===== src/rtl/frogger_pkg.sv =====
// Shared types and constants for the frogger river logic.
// Latency: n/a (declarations only).
// Backpressure: n/a.
//
// Contents:
//   river_state_t : frog river state (LAND, RIDING, SINKING, DROWNED)
//   SCREEN_W      : visible screen width in pixels
//   FROG_W        : frog sprite width in pixels
//   row_idx_w()   : bit width needed to index a given number of rows (min 1)
package frogger_pkg;

    typedef enum logic [1:0] {
        LAND    = 2'd0,
        RIDING  = 2'd1,
        SINKING = 2'd2,
        DROWNED = 2'd3
    } river_state_t;

    localparam int SCREEN_W = 640;
    localparam int FROG_W   = 32;

    function automatic int row_idx_w(input int n);
        return (n <= 1) ? 1 : $clog2(n);
    endfunction

endpackage


===== src/rtl/river_row_select.sv =====
// Finds which river row (if any) contains the frog's top edge, lowest index wins.
// Latency: purely combinational.
// Backpressure: none.
//
// Ports:
//   frog_y    : frog top-left Y
//   row_y     : top Y of each river row
//   row_valid : frog Y lies inside at least one row
//   row_idx   : lowest-numbered matching row (0 when row_valid is low)
module river_row_select
    import frogger_pkg::*;
#(
    parameter int NUM_ROWS   = 4,
    parameter int ROW_HEIGHT = 32
) (
    input  logic [10:0]                      frog_y,
    input  logic [NUM_ROWS-1:0][10:0]        row_y,
    output logic                             row_valid,
    output logic [row_idx_w(NUM_ROWS)-1:0]   row_idx
);

    localparam int IW = row_idx_w(NUM_ROWS);

    // Scan from the top index down so the lowest matching row is written last.
    // Compare in 12 bits so row_y + ROW_HEIGHT cannot wrap near the bottom of the range.
    always_comb begin
        row_valid = 1'b0;
        row_idx   = '0;
        for (int r = NUM_ROWS - 1; r >= 0; r--) begin
            if (({1'b0, frog_y} >= {1'b0, row_y[r]}) &&
                ({1'b0, frog_y} <  ({1'b0, row_y[r]} + 12'(ROW_HEIGHT)))) begin
                row_valid = 1'b1;
                row_idx   = IW'(r);
            end
        end
    end

endmodule


===== src/rtl/frog_river_tracker.sv =====
// Per-frame frog river state machine: riding, sinking, drowned; emits pad drift steps.
// Latency: all outputs registered, one frame_clk edge after the inputs they reflect.
// Backpressure: none; evaluates every frame and never stalls.
//
// Optional feature macro: RIVER_GRACE_EN
//   defined   : off-pad frames in a river row enter SINKING; drown after GRACE_FRAMES
//   undefined : no SINKING state; off-pad in a river row drowns on the next edge
//
// Ports:
//   frame_clk     : one rising edge per video frame
//   Reset         : synchronous, active-high
//   Frog_X/Frog_Y : frog top-left position
//   Row_Y         : top Y of each river row
//   Row_Direction : per-row pad direction (1 = right)
//   Row_Collision : frog overlaps an active pad in that row
//   Row_Remainder : per-row pad move remainder; 0 means the pad moves this frame
//   Drift_Step    : apply a 1-pixel drift this frame
//   Drift_Dir     : drift direction (1 = right)
//   Frog_Drown    : one-frame pulse on entry to DROWNED
//   Frog_Respawn  : one-frame pulse on DROWNED -> LAND
//   Frog_Dead     : high throughout DROWNED
module frog_river_tracker #(
    parameter int NUM_ROWS       = 4,
    parameter int ROW_HEIGHT     = 32,
    parameter int GRACE_FRAMES   = 4,
    parameter int RESPAWN_FRAMES = 60,
    parameter int SCREEN_W       = frogger_pkg::SCREEN_W,
    parameter int FROG_W         = frogger_pkg::FROG_W
) (
    input  logic                       frame_clk,
    input  logic                       Reset,
    input  logic [10:0]                Frog_X,
    input  logic [10:0]                Frog_Y,
    input  logic [NUM_ROWS-1:0][10:0]  Row_Y,
    input  logic [NUM_ROWS-1:0]        Row_Direction,
    input  logic [NUM_ROWS-1:0]        Row_Collision,
    input  logic [NUM_ROWS-1:0][5:0]   Row_Remainder,
    output logic                       Drift_Step,
    output logic                       Drift_Dir,
    output logic                       Frog_Drown,
    output logic                       Frog_Respawn,
    output logic                       Frog_Dead
);

    // Explicit imports keep the package screen constants from colliding with
    // the same-named parameters above.
    import frogger_pkg::river_state_t;
    import frogger_pkg::row_idx_w;
    import frogger_pkg::LAND;
    import frogger_pkg::RIDING;
    import frogger_pkg::SINKING;
    import frogger_pkg::DROWNED;

    localparam int          IW           = row_idx_w(NUM_ROWS);
    localparam logic [10:0] X_MAX        = 11'(SCREEN_W - FROG_W);
    localparam logic [7:0]  RESPAWN_LAST = 8'(RESPAWN_FRAMES - 1);
`ifdef RIVER_GRACE_EN
    localparam logic [7:0]  GRACE_LAST   = 8'(GRACE_FRAMES - 1);
`endif

    // Frame counters are 8 bits; parameters beyond that range cannot be honoured.
    if (GRACE_FRAMES < 1 || GRACE_FRAMES > 256) begin : g_grace_range
        $error("GRACE_FRAMES must be in 1..256");
    end
    if (RESPAWN_FRAMES < 1 || RESPAWN_FRAMES > 256) begin : g_respawn_range
        $error("RESPAWN_FRAMES must be in 1..256");
    end

    river_state_t    state_q, state_d;
    logic [7:0]      cnt_q, cnt_d, cnt_inc;
    logic            row_valid;
    logic [IW-1:0]   row_idx;
    logic            sel_coll, sel_dir, sel_move, at_edge;
    logic            step_d, dir_d, drown_d, respawn_d;

    river_row_select #(
        .NUM_ROWS   (NUM_ROWS),
        .ROW_HEIGHT (ROW_HEIGHT)
    ) u_row_select (
        .frog_y    (Frog_Y),
        .row_y     (Row_Y),
        .row_valid (row_valid),
        .row_idx   (row_idx)
    );

    assign sel_coll = Row_Collision[row_idx];
    assign sel_dir  = Row_Direction[row_idx];
    assign sel_move = (Row_Remainder[row_idx] == 6'd0);
    // A drift that would push the frog off-screen carries it away instead.
    assign at_edge  = sel_dir ? (Frog_X >= X_MAX) : (Frog_X == 11'd0);
    // One counter serves both grace and respawn timing; it saturates, never wraps.
    assign cnt_inc  = (cnt_q == 8'hFF) ? cnt_q : (cnt_q + 8'd1);

    always_comb begin
        state_d   = state_q;
        cnt_d     = cnt_q;
        step_d    = 1'b0;
        dir_d     = 1'b0;
        drown_d   = 1'b0;
        respawn_d = 1'b0;
        case (state_q)
            LAND: begin
                if (row_valid) begin
                    if (sel_coll) begin
                        state_d = RIDING;
                    end else begin
`ifdef RIVER_GRACE_EN
                        state_d = SINKING;
                        cnt_d   = '0;
`else
                        state_d = DROWNED;
                        cnt_d   = '0;
                        drown_d = 1'b1;
`endif
                    end
                end
            end
            RIDING: begin
                if (!row_valid) begin
                    state_d = LAND;
                end else if (!sel_coll) begin
`ifdef RIVER_GRACE_EN
                    state_d = SINKING;
                    cnt_d   = '0;
`else
                    state_d = DROWNED;
                    cnt_d   = '0;
                    drown_d = 1'b1;
`endif
                end else if (sel_move) begin
                    if (at_edge) begin
                        state_d = DROWNED;
                        cnt_d   = '0;
                        drown_d = 1'b1;
                    end else begin
                        step_d = 1'b1;
                        dir_d  = sel_dir;
                    end
                end
            end
`ifdef RIVER_GRACE_EN
            SINKING: begin
                if (!row_valid) begin
                    state_d = LAND;
                    cnt_d   = '0;
                end else if (sel_coll) begin
                    state_d = RIDING;
                    cnt_d   = '0;
                end else if (cnt_inc >= GRACE_LAST) begin
                    state_d = DROWNED;
                    cnt_d   = '0;
                    drown_d = 1'b1;
                end else begin
                    cnt_d = cnt_inc;
                end
            end
`endif
            DROWNED: begin
                if (cnt_q >= RESPAWN_LAST) begin
                    state_d   = LAND;
                    cnt_d     = '0;
                    respawn_d = 1'b1;
                end else begin
                    cnt_d = cnt_inc;
                end
            end
            default: begin
                state_d = LAND;
                cnt_d   = '0;
            end
        endcase
    end

    always_ff @(posedge frame_clk) begin
        if (Reset) begin
            state_q      <= LAND;
            cnt_q        <= '0;
            Drift_Step   <= 1'b0;
            Drift_Dir    <= 1'b0;
            Frog_Drown   <= 1'b0;
            Frog_Respawn <= 1'b0;
            Frog_Dead    <= 1'b0;
        end else begin
            state_q      <= state_d;
            cnt_q        <= cnt_d;
            Drift_Step   <= step_d;
            Drift_Dir    <= dir_d;
            Frog_Drown   <= drown_d;
            Frog_Respawn <= respawn_d;
            Frog_Dead    <= (state_d == DROWNED);
        end
    end

endmodule


===== config.mk =====
export PLATFORM = sky130hd
export DESIGN_NAME = frog_river_tracker
export DESIGN_NICKNAME = d
export VERILOG_FILES = /design/src/rtl/frogger_pkg.sv /design/src/rtl/river_row_select.sv /design/src/rtl/frog_river_tracker.sv
export SDC_FILE = /design/constraint.sdc
export NUM_CORES = 1
export LEC_CHECK = 0
export CAP_MARGIN = 0
export CORE_MARGIN = 10
export CORE_UTILIZATION = 42
export CTS_CLUSTER_SIZE = 40
export DETAILED_ROUTE_END_ITERATION = 7
export PLACE_DENSITY = 0.86
export SKIP_LAST_GASP = 1
export SLEW_MARGIN = 40
export SYNTH_ARGS = -nofsm -noshare
export SYNTH_HDL_FRONTEND = slang
export SYNTH_HIERARCHICAL = 1
export SYNTH_SLANG_ARGS = --single-unit

===== constraint.sdc =====
create_clock -name frame_clk -period 4 [get_ports frame_clk]
set_input_delay 1 -clock frame_clk [delete_from_list [all_inputs] [get_ports frame_clk]]
set_output_delay 1 -clock frame_clk [all_outputs]
set_load 0.02 [all_outputs]

==> results.md <==
* Worst Path Buf+Inv at 3
* Maximum VDD drop at 86.5 µV
* Cell count of the worst reg-to-reg path at 6
* Final period utilization at 102%
* Die width at 103 µm
* CP cell instances: clkdlybuf4s50_1, inv_1, ha_1, a21oi_2, o21ai_1, a221o_1, o221a_1, nand2b_4, a21boi_4, mux4_2, mux2_4, a211oi_4, buf_4, o22ai_1
* Grt ovf at 0
* Number of buffers added on ports at 104
* Via/cell ratio at 5.60
* Hold Violations, Final at 0
* PwrDens at 180 nW/µm²
* Cts hold-fix bufs at 0
* CTS H-tree depth at 1
* Layout cells sized above 1 at 35.3%
* Placed instance count at 623
* TritonCTS clock tree: done
* Failing checks: setup timing
* Final Net Count at 721
* Fin crit period at 4070 ps
* Critical path's largest stage delay at 540 ps
* Hold path depth at 1
* Final setup violation count at 11
* Most frequent cells in the layout: 69 x clkdlybuf4s50_1, 66 x buf_4, 56 x ha_1
* All-layer global routing usage at 18.8%
* Count of warnings emitted by yosys at 6
* Synth Flop Type: dfxtp_1
* Min-delay src: cnt_q[7]$_SDFFE_PP0P_
* Critical path class: in -> reg
* Util after Layout at 77.4%
* Initial detailed-routing violation count at 147
* Syn_area_per_cell at 8.00 µm²
* Most common cell after layout, fill and taps aside: clkdlybuf4s50_1
* Die area at 10700 µm²
* Post-DR wirelength/cell at 17.7 µm
* Initial cell density of the core at 43.1%
* I/O Pins at 105
* Achievable Freq at 246 MHz
* Seq/Total Area, Yosys at 10.3%
* Post-route insts no fill at 643
* Clk sinks at 15
* Async SR Flop Fraction at 0%
* DRT Pass-1 Iters at 4
* Reg2reg end: Frog_Dead$_SDFF_PP0_
* Layout Skew at 1.56 ps
* Pin count of the biggest net entering global routing at 9
* CTS buffer count at 3
* Startpoint Class: input port
* P_leak at 2.42 nW
* Worst Setup End Kind: register
* Clock transition at path regs at 60 ps
* Vias in the first global route at 3719
* Power Total at 0.945 mW
* Worst EP required at 4130 ps
* Yosys cell types at 53
* Fin worst setup slack at -69.9 ps
* Worst Tran Pin Value at 493 ps
* Crit path DAT at 4200 ps
* Die Height at 103 µm
* Worst r2r src: cnt_q[0]$_SDFFE_PP0P_
* Root buffer cell: clkbuf_8
* First-pass GRT wire length at 16600 µm
* # rows at 30
* Detail Route Antenna Nets at 0
* EDFF count, synth at 0
* Syn nets at 539
* CTS Buffer Depth at 2
* Cells after synthesis at 366
* Area grow syn2layout at 79.7%
* CP startpoint: Row_Y[26]
* Pre-CTS setup slack at -957 ps
* Slew HR at 67.0%
* Type of the most critical hold path: reg -> reg
* Synth Cell Area at 2930 µm²
* Pins Over Slew Limit at 0
* CP max-delay cell: mux4_2
* Ant. Diodes at 0
* Core footprint at 6790 µm²
* Via count at 3599
* Final weighted congestion in routability-driven placement at 0.933
* Worst skew pair latency at 250 ps
* Endpoint, Worst Hold: cnt_q[7]$_SDFFE_PP0P_
* Post-Route WL at 11400 µm
* Setup repair after global routing missed its margin: yes
* CP top delay family: compound AO/OA/AOI/OAI gates
* Initial antenna violation count at 0
* Yosys reg bits at 15
* Status: finished with violations
* R2R Setup Slk at 2200 ps
* # DRC at 0
* Max-cap viol count at 0
* Maximum fanout along the worst path at 3
* Detailed Place HPWL at 8680 µm
[logic make-up after synthesis]
family | after synthesis | synth area share, %
simple gates | 110 | 20.9
compound gates | 94 | 22.4
fa+ha+maj | 73 | 31.2
buf+inv | 51 | 6.80
xor+xnor | 16 | 4.79
flops | 15 | 10.3
mux | 7 | 3.59
[how the worst max path moves through the flow]
stage / to / slack (ps) / cells after the start
finish: cnt_q[3]$_SDFFE_PP0P_ / -70 / 14
global route: cnt_q[3]$_SDFFE_PP0P_ / -200 / 16
CTS: cnt_q[3]$_SDFFE_PP0P_ / -50 / 16
detailed placement: cnt_q[5]$_SDFFE_PP0P_ / -960 / 15
global placement: cnt_q[3]$_SDFFE_PP0P_ / -810 / 15
floorplan: cnt_q[2]$_SDFFE_PP0P_ / -130 / 15
[sequential cells by signal, indices dropped and copies added (netlist names)]
name          flops
cnt_q             8
state_q           2
Drift_Dir         1
Drift_Step        1
Frog_Dead         1
Frog_Drown        1
Frog_Respawn      1
[metal layers]
metal / up-vias / share of wire [%] / global-route usage, % / wire [µm]
met5: - / 0 / 0 / 0
met4: 0 / 3.1 / 5.45 / 352
met3: 37 / 4.4 / 3.26 / 500
met2: 123 / 55 / 37.1 / 6290
met1: 1717 / 37 / 19.7 / 4270
li1: 1722 / - / - / -
[cell type report]
cell class	count	area, µm²
inverter	50	193
timing repair buffer	178	1620
clock buffer	4	45.0
sequential	15	300
fill	431	1540
tap	96	120
multi-input combinational	300	2990
[cells in the mapped netlist, types with 3 or more instances]
library cell / count / area share, %
ha_1: 73 / 31
inv_1: 50 / 6.4
nand3_1: 26 / 4.4
a21oi_1: 23 / 3.9
xnor2_1: 16 / 4.8
dfxtp_1: 15 / 10
nand2_1: 14 / 1.8
nor2_1: 13 / 1.7
nor2b_1: 13 / 2.8
o21ai_0: 12 / 2.1
nor3_1: 9 / 1.5
a21o_1: 8 / 2.1
nand2b_1: 8 / 1.7
nor4_1: 8 / 1.7
a211oi_1: 7 / 1.8
o211ai_1: 6 / 1.5
o22ai_1: 6 / 1.3
o21ai_1: 5 / 0.85
and3_1: 3 / 0.64
and3_2: 3 / 0.77
mux2i_1: 3 / 1.0
nand4_1: 3 / 0.64
o21a_1: 3 / 0.77
o31ai_1: 3 / 0.77
[through the flow]
step | setup TNS, ps | cell area, µm² | hold WS [ps]
floorplan | -973 | 2950 | 455
global placement | -9700 | 4540 | 461
finish | -485 | 5260 | 485
CTS | -211 | 4900 | 480
global route | -2040 | 5260 | 495
detailed placement | -11450 | 4540 | 471
[report_power, final]
part / switching, mW / internal [mW] / leakage, nW
Combinational: 0.297 / 0.355 / 2.27
Clock: 0.0515 / 0.0706 / 0.0228
Sequential: 0.0104 / 0.160 / 0.122
Total: 0.359 / 0.585 / 2.42
[timing repair]
item / in CTS / in global routing
pin swaps: 42 / 52
resized for setup: 112 / 87
buffers inserted: 9 / 7
endpoints found under the setup margin: 13 / 13
Note: power is estimated with default switching activity, not from simulation.
